==> src/rtl/pos_cmd_reader_if.sv <==
// Command-side handshake between the motor control logic and pos_cmd_reader.
// master = motor control (issues moves), slave = pos_cmd_reader.
interface pos_cmd_reader_if #(
    parameter int unsigned CNT_W = 16
);
    logic             cmd_valid;
    logic             cmd_ready;
    logic [CNT_W-1:0] cmd_dist;
    logic             abort;
    logic             motor_en;
    logic             move_done;

    modport master (
        output cmd_valid, cmd_dist, abort,
        input  cmd_ready, motor_en, move_done
    );

    modport slave (
        input  cmd_valid, cmd_dist, abort,
        output cmd_ready, motor_en, move_done
    );
endinterface

==> src/rtl/pos_cmd_reader.sv <==
// Consumer of the encoder position counter: periodic speed sampling on pos1 and a
// move-by-distance FSM on pos2. Optional macro SPEED_AVG_EN averages the last 4 speed samples.
module pos_cmd_reader #(
    parameter int unsigned SAMPLE_CYCLES = 100000,
    parameter int unsigned CNT_W         = 16
) (
    input  logic             clk,
    input  logic             rst_n,
    input  logic [CNT_W-1:0] pos1,
    input  logic [CNT_W-1:0] pos2,
    output logic [1:0]       clear,
    output logic             subtract,
    output logic [CNT_W-1:0] distance,
    output logic [CNT_W-1:0] speed,
    output logic             speed_valid,
    pos_cmd_reader_if.slave  cmd
);

    localparam int unsigned      WIN_W    = (SAMPLE_CYCLES > 1) ? $clog2(SAMPLE_CYCLES) : 1;
    localparam logic [WIN_W-1:0] WIN_LAST = WIN_W'(SAMPLE_CYCLES - 1);

    typedef enum logic [1:0] {
        S_IDLE   = 2'd0,
        S_RUN    = 2'd1,
        S_SUB    = 2'd2,
        S_SETTLE = 2'd3
    } state_e;

    logic [WIN_W-1:0] win_q, win_d;
    logic             win_tc;
    logic             sample_q, sample_d;
    logic [CNT_W-1:0] speed_q, speed_d, speed_new;

    state_e           state_q, state_d;
    logic [CNT_W-1:0] dist_q, dist_d;
    logic             done_q, done_d;
    logic             clr_pos2_q, clr_pos2_d;
    logic             sub_fire;

    // ------------------------------------------------------------------
    // Speed window
    // ------------------------------------------------------------------
    assign win_tc = (win_q == WIN_LAST);

`ifdef SPEED_AVG_EN
    logic [2:0][CNT_W-1:0] hist_q, hist_d;
    logic [CNT_W+1:0]      avg_sum;

    always_comb begin
        avg_sum   = {2'b00, pos1} + {2'b00, hist_q[0]} + {2'b00, hist_q[1]} + {2'b00, hist_q[2]};
        speed_new = avg_sum[CNT_W+1:2];
        hist_d    = win_tc ? {hist_q[1:0], pos1} : hist_q;
    end

    always_ff @(posedge clk or negedge rst_n) begin
        if (!rst_n) hist_q <= '0;
        else        hist_q <= hist_d;
    end
`else
    assign speed_new = pos1;
`endif

    // NOTE: every always_comb output gets a default first, so no path can infer a latch.
    always_comb begin
        win_d    = win_tc ? '0 : win_q + 1'b1;
        sample_d = win_tc;
        speed_d  = win_tc ? speed_new : speed_q;
    end

    // NOTE: sequential state uses non-blocking assignments only, so all flops update together.
    always_ff @(posedge clk or negedge rst_n) begin
        if (!rst_n) begin
            win_q    <= '0;
            sample_q <= 1'b0;
            speed_q  <= '0;
        end else begin
            win_q    <= win_d;
            sample_q <= sample_d;
            speed_q  <= speed_d;
        end
    end

    // ------------------------------------------------------------------
    // Move FSM: state register
    // ------------------------------------------------------------------
    always_ff @(posedge clk or negedge rst_n) begin
        if (!rst_n) begin
            state_q    <= S_IDLE;
            dist_q     <= '0;
            done_q     <= 1'b0;
            clr_pos2_q <= 1'b0;
        end else begin
            state_q    <= state_d;
            dist_q     <= dist_d;
            done_q     <= done_d;
            clr_pos2_q <= clr_pos2_d;
        end
    end

    // Move FSM: next state. Abort overrides whatever the case statement chose.
    always_comb begin
        state_d    = state_q;
        dist_d     = dist_q;
        done_d     = 1'b0;
        clr_pos2_d = cmd.abort;

        unique case (state_q)
            S_IDLE: begin
                if (cmd.cmd_valid && !cmd.abort) begin
                    dist_d = cmd.cmd_dist;
                    if (cmd.cmd_dist == '0) done_d  = 1'b1;
                    else                    state_d = S_RUN;
                end
            end
            S_RUN: begin
                if (pos2 >= dist_q) state_d = S_SUB;
            end
            S_SUB: begin
                if (sub_fire) state_d = S_SETTLE;
            end
            S_SETTLE: begin
                done_d  = 1'b1;
                state_d = S_IDLE;
            end
            default: state_d = S_IDLE;
        endcase

        if (cmd.abort) begin
            state_d = S_IDLE;
            done_d  = 1'b0;
        end
    end

    // Move FSM: outputs. The counter ignores subtract while any clear is active,
    // so the subtract is held off until both clear lines are low.
    always_comb begin
        cmd.cmd_ready = 1'b0;
        cmd.motor_en  = 1'b0;
        sub_fire      = 1'b0;
        unique case (state_q)
            S_IDLE:  cmd.cmd_ready = !cmd.abort;
            S_RUN:   cmd.motor_en  = !cmd.abort;
            S_SUB:   sub_fire      = !cmd.abort && !sample_q && !clr_pos2_q;
            default: ;
        endcase
    end

    assign cmd.move_done = done_q;
    assign clear         = {clr_pos2_q, sample_q};
    assign subtract      = sub_fire;
    assign distance      = sub_fire ? dist_q : '0;
    assign speed         = speed_q;
    assign speed_valid   = sample_q;

endmodule

==> src/flat_wrapper.sv <==
// flat-port wrapper written by rule: the top's interface ports become plain ports
module pos_cmd_reader_flat 
#(
    parameter int unsigned SAMPLE_CYCLES = 100000,
    parameter int unsigned CNT_W         = 16
)
  (clk, rst_n, pos1, pos2, clear, subtract, distance, speed, speed_valid, cmd_cmd_valid, cmd_cmd_dist, cmd_abort, cmd_cmd_ready, cmd_motor_en, cmd_move_done);
  pos_cmd_reader_if #(.CNT_W(CNT_W)) cmd_i ();
  input  logic clk;
  input  logic rst_n;
  input  logic [CNT_W-1:0] pos1;
  input  logic [CNT_W-1:0] pos2;
  output logic [1:0] clear;
  output logic subtract;
  output logic [CNT_W-1:0] distance;
  output logic [CNT_W-1:0] speed;
  output logic speed_valid;
  input wire logic [$bits(cmd_i.cmd_valid)-1:0] cmd_cmd_valid;
  input wire logic [$bits(cmd_i.cmd_dist)-1:0] cmd_cmd_dist;
  input wire logic [$bits(cmd_i.abort)-1:0] cmd_abort;
  output wire logic [$bits(cmd_i.cmd_ready)-1:0] cmd_cmd_ready;
  output wire logic [$bits(cmd_i.motor_en)-1:0] cmd_motor_en;
  output wire logic [$bits(cmd_i.move_done)-1:0] cmd_move_done;
  assign cmd_i.cmd_valid = cmd_cmd_valid;
  assign cmd_i.cmd_dist = cmd_cmd_dist;
  assign cmd_i.abort = cmd_abort;
  assign cmd_cmd_ready = cmd_i.cmd_ready;
  assign cmd_motor_en = cmd_i.motor_en;
  assign cmd_move_done = cmd_i.move_done;
  pos_cmd_reader #(.SAMPLE_CYCLES(SAMPLE_CYCLES), .CNT_W(CNT_W)) u_core (.clk(clk), .rst_n(rst_n), .pos1(pos1), .pos2(pos2), .clear(clear), .subtract(subtract), .distance(distance), .speed(speed), .speed_valid(speed_valid), .cmd(cmd_i));
endmodule
==> config.mk <==
export PLATFORM = sky130hd
export DESIGN_NAME = pos_cmd_reader_flat
export DESIGN_NICKNAME = d
export VERILOG_FILES = /design/src/rtl/pos_cmd_reader_if.sv /design/src/rtl/pos_cmd_reader.sv /design/src/flat_wrapper.sv
export SDC_FILE = /design/constraint.sdc
export NUM_CORES = 1
export LEC_CHECK = 0
export ABC_CLOCK_PERIOD_IN_PS = 2350
export CAP_MARGIN = 20
export CELL_PAD_IN_SITES_DETAIL_PLACEMENT = 0
export CELL_PAD_IN_SITES_GLOBAL_PLACEMENT = 2
export CORE_UTILIZATION = 26
export CTS_CLUSTER_SIZE = 30
export DETAILED_ROUTE_END_ITERATION = 10
export GPL_TIMING_DRIVEN = 0
export HOLD_SLACK_MARGIN = 0.12
export PLACE_DENSITY = 0.76
export SETUP_SLACK_MARGIN = 0.15
export SYNTH_ARGS = -nofsm -noshare
export SYNTH_HDL_FRONTEND = slang
export SYNTH_SLANG_ARGS = --single-unit
==> constraint.sdc <==
create_clock -name clk -period 2.35 [get_ports clk]
set_clock_uncertainty 0.2 [all_clocks]
set_input_delay 0.5875 -clock clk [delete_from_list [all_inputs] [get_ports clk]]
set_output_delay 0.5875 -clock clk [all_outputs]
set_load 0.1 [all_outputs]
# ---- Word-level counts from Yosys, hierarchy flattened
# Cells that the tools add are included.
# W data, S select, Z words.
dict set report totals {
  register_bits 54
  inputBits 52
  word_cells 42
  out_inout_bits 39
}
dict set report classes {
  add_sub_neg 1
  muxes 15
  n_lt_le_gt_ge 1
  n_reduce_logical 10
  eq_ne 8
}
# cell n
set ops {}
lappend ops {{$add A17 B1 Y17 const B} 1}
lappend ops {{$eq A17 B17 Y1 const B} 1}
lappend ops {{$mux W17} 1}
lappend ops {{$ge A16 B16 Y1} 1}
lappend ops {{$logic_not A16 Y1} 1}
lappend ops {{$mux W16} 1}
lappend ops {{$mux W2} 5}
lappend ops {{$ne A3 B2 Y1 const B} 3}
lappend ops {{$pmux W2 S4} 1}
lappend ops {{$mux W1} 6}
lappend ops {{$eq A2 B2 Y1 const B} 2}
lappend ops {{$reduce_and A4 Y1} 1}
lappend ops {{$logic_and A1 B1 Y1} 3}
lappend ops {{$logic_not A1 Y1} 3}
lappend ops {{$ne A3 B3 Y1 const B} 1}
lappend ops {{$eq A2 B1 Y1 const B} 1}
lappend ops {{$logic_not A2 Y1} 1}
lappend ops {{$pmux W1 S2} 1}
lappend ops {{$reduce_and A2 Y1} 1}

# ---- Depth between registers and ports, before layout
dict set report logic_depth {
  ltp_word 7
  mapped_depth 8
  depth_no_buf 7
}

# ---- Worst setup path after synthesis
# OpenSTA, ideal clock, no wires.
dict set report synth_timing {
  kind {register -> output}
  startpoint {reg u_core.sample_q, in the netlist u_core.speed_valid}
  endpoint {out distance[10]}
  slack_ns -1.807
  required_time_ns 1.562
  arrival_time_ns 3.369
  n_path_buf 1
  path_stages_with_launch 4
  cell_sequence {dfrtp_1 nor4b_1 clkbuf_1 and2_1}
}
dict set report synth_via {
  elab_chain_len 5
}
# element line
set synth_lines {}
lappend synth_lines {{from (decl)} pos_cmd_reader.sv:31} ;# logic sample_q, sample_d;
lappend synth_lines {{from (signal assigned)} pos_cmd_reader.sv:78} ;# sample_q <= sample_d;
lappend synth_lines {{$logic_not A1 Y1} pos_cmd_reader.sv:143} ;# S_SUB: sub_fire = !cmd.abort && !sample_q && !clr_pos2_q;
lappend synth_lines {{$logic_and A1 B1 Y1 (2 in a row)} pos_cmd_reader.sv:143}
lappend synth_lines {{$mux W1} pos_cmd_reader.sv:140} ;# unique case (state_q)
lappend synth_lines {{named net subtract} flat_wrapper.sv:14} ;# output logic subtract;
lappend synth_lines {{$mux W16} pos_cmd_reader.sv:151} ;# assign distance = sub_fire ? dist_q : '0;
lappend synth_lines {{to (decl)} flat_wrapper.sv:15} ;# output logic [CNT_W-1:0] distance;
# The timed path passes the listed nets, and every way through them passes these cells.

# ---- Worst setup path in the final report
dict set report layout_timing {
  startpoint {reg u_core.state_q[0]}
  endpoint {out distance[10]}
}
dict set report layout_via {
  elab_chain_len 3
}
# element line
set layout_lines {}
lappend layout_lines {{from (decl)} pos_cmd_reader.sv:34} ;# state_e state_q, state_d;
lappend layout_lines {{from (signal assigned)} pos_cmd_reader.sv:93} ;# state_q <= state_d;
lappend layout_lines {{$eq A2 B2 Y1} pos_cmd_reader.sv:140}
lappend layout_lines {{$mux W1} pos_cmd_reader.sv:140}
lappend layout_lines {{$mux W16} pos_cmd_reader.sv:151}
# Every way passes these cells.

==> run summary <==
Initial core utilization: 26.97%
Yosys cell types: 43
Area grow syn2layout: 70.47%
Die ar.: 11170 um^2
First-pass GRT wire length: 11290 um
Worst-case clock buffer depth: 2
Core area: 10370 um^2
Num CTS Buffers: 5
Met2 wire length: 3603 um
Fin cells: 503
Worst setup margin: -0.1995 ns
Power Total: 3.233 mW
Largest area contributor in the netlist: dfrtp_1
Nets@finish: 439
GRT Util Overall: 12.57%
Nature of the critical path endpoint: primary output
Fraction of layout instances using a drive strength above 1: 46.05%
Synth Area in XOR/XNOR: 4.698%
RSZ-0062 raised after global routing: true
Maximum VDD drop: 363.7 uV
CTS root buf: clkbuf_8
Async SR Flop Fraction: 100.0%
Routed wire length: 7133 um
Drt wl/cell: 14.18 um
Die Ht: 105.7 um
Boundary Pins: 91
Fin. Hold Viols: 0
CTS tree: yes
Worst slew pin tran: 0.8167 ns
Compound-cell area share of the yosys netlist: 4.072%
Critical Path Fanout Max: 10
Synth Register Bits: 54
Final Util: 45.97%
Hold WS: 0.1719 ns
Yosys warns: 0
Maxcap violations: 0
Clock sink count: 54
# port buffers: 90
Later-pin clock latency in the skew report: 0.30 ns
DRT Pass-1 Iters: 4
Congestion Overflow GR: 0
Slew Viols, Final: 0
Crit path DAT: 1.76 ns
Post-synth EDFFs: 0
Die X: 105.7 um
Fmax: 392.2 MHz
Clock transition at path regs: 0.10 ns
WL met3: 335 um
Placed Cells: 472
# DRC: 0
Cts hold-fix bufs: 0
Syn Area/Cell: 11.41 um^2
Place WS: -1.870 ns
Post-synth top area share: 48.32%
FP Rows: 37
Violated checks: negative setup slack
Post-Syn Area: 2796 um^2
Top Metal Used: met4
Post-layout min period: 2.549 ns
Relative slew slack: 45.55%
Routability congestion estimate: 0.7127
Net Count, Synth: 318
Area contributors post-synth: dfrtp_1, mux2_2, ha_1
Final setup viols: 17
Vias per cell: 4.410
Status: finished, violations left
Post-synthesis mux area share: 13.24%
Worst hold path class: in -> async
DRT iter0 DRCs: 62
Post-synth top flop: dfrtp_1
Static leakage: 2.170 nW
H-Tree Depth: 2
Total vias in the final route: 2218
ANT cells: 0
ANT nets after route: 0
Mapped Cells: 245
Post-Synth Simple-Gate Area: 15.88%
Largest family of logic cells by synthesized area: simple AND/OR/NAND/NOR gates
Crit share post-route: 108.5%
Setup crit start kind: flop
Met1 WL: 3149 um
Synthesized-area fraction occupied by adder cells: 9.396%
Pwr dens: 678.3 nW/um^2
Seq/Total Area, Yosys: 48.32%
Vias in the first global route: 2378
HPWL Detailed: 5097 um
Antenna violations before repair: 0
Largest net degree at the start of global routing: 34
WS Path Type: reg -> out
Worst Path Required: 1.56 ns
## synth_stat cells, drive strengths merged, types with 6 or more instances
library cell  number
mux2              32
nand2              7
inv               19
nor2              18
ha                21
and2              17
nand4              7
xor2               7
nand3              7
buf                6
dfrtp             54
xnor2              8
## final timing paths
check	from	end	slack [ns]	cells past startpoint
max	u_core.state_q[0]$_DFFE_PN0P_	distance[10]	-0.20	7
min	rst_n	u_core.dist_q[10]$_DFFE_PN0P_	0.17	1
max reg2reg	u_core.dist_q[14]$_DFFE_PN0P_	u_core.state_q[1]$_DFFE_PN0P_	0.13	7
min reg2reg	u_core.win_q[0]$_DFF_PN0_	u_core.win_q[0]$_DFF_PN0_	0.30	1
max in group asynchronous	rst_n	u_core.win_q[5]$_DFF_PN0_	1.17	2
min in group clk	u_core.win_q[0]$_DFF_PN0_	u_core.win_q[0]$_DFF_PN0_	0.30	1
## per-stage QoR
| stage | setup TNS, ns | area (um^2) |
|---|---|---|
| after floorplan | -1.103 | 2903 |
| after global placement | -106.41 | 3974 |
| after detailed placement | -36.14 | 3996 |
| after CTS | -2.826 | 4468 |
| after global routing | -4.592 | 4767 |
| final | -2.932 | 4767 |
## metal layers
| layer | vias up | track usage [%] |
|---|---|---|
| li1 | 1087 | - |
| met1 | 1067 | 16.12 |
| met2 | 60 | 22.08 |
| met3 | 4 | 2.597 |
| met4 | 0 | 1.885 |
| met5 | - | 0 |
## logic make-up after synthesis
group | after synthesis
AND/OR/NAND/NOR | 80
buffers and inverters | 26
XOR/XNOR | 15
multiplexers | 33
flip-flops | 54
adder cells (fa/ha/maj) | 21
AO/OA/AOI/OAI | 16
## placed cells by master, fill, tap and decap left out, types with 2 or more instances in the layout
cell	synthesis	final
dlymetal6s2s_1	0	7
dlygate4sd2_1	0	4
and2_4	0	17
mux2_4	0	12
ha_1	21	14
o21ai_0	2	2
buf_4	2	20
nor4_2	0	3
inv_1	19	14
clkbuf_16	0	2
clkdlybuf4s15_2	0	17
mux2_2	31	20
nor3_1	3	2
clkbuf_8	0	6
nand2_1	7	6
nand3_1	7	7
nor2_1	18	18
buf_16	0	2
a31oi_4	0	2
and3_1	3	2
dfrtp_1	54	52
nor2b_4	0	2
a21oi_1	5	4
xor2_1	7	7
buf_2	2	9
inv_2	0	5
clkdlybuf4s50_1	0	33
xnor2_1	8	8
nand4_1	7	7
buf_6	2	5
buf_12	0	19
ha_4	0	6
## registers in the layout, indices dropped and copies added, names as in the netlist
signal	count
u_core.clr_pos2_q	1
u_core.dist_q	16
u_core.cmd.move_done	1
u_core.speed_valid	1
u_core.state_q	2
u_core.win_q	17
u_core.speed	16
## what timing repair did
item / 4_1_cts / 5_1_grt
pin swaps: 23 / 16
cloned: 0 / 2
setup endpoints to repair: 60 / 39
hold endpoints to repair: 0 / 0
gates resized for setup: 279 / 53
buffers inserted: 13 / 8
## layout make-up
type,count,area (um^2)
Fill cell,992,5603
Timing Repair Buffer,114,1320
Multi-Input combinational cell,165,1663
Tap cell,136,170.2
Clock inverter,2,12.51
Buffer,7,91.34
Inverter,19,71.32
Sequential cell,54,1356
Clock buffer,6,82.58
## report_power, final
part,switching [mW],internal (mW)
Clock,0.307,0.238
Combinational,0.706,0.772
Sequential,0.125,1.09
Total,1.14,2.10
## worst max-delay path, cell delays in order (launching register included)
cell	delay (ns)
dfrtp_1	0.40
inv_2	0.09
ha_4	0.14
nor4b_4	0.20
buf_4	0.17
clkbuf_16	0.14
and2_4	0.15
buf_12	0.16
(Power assumes the default switching activity.)
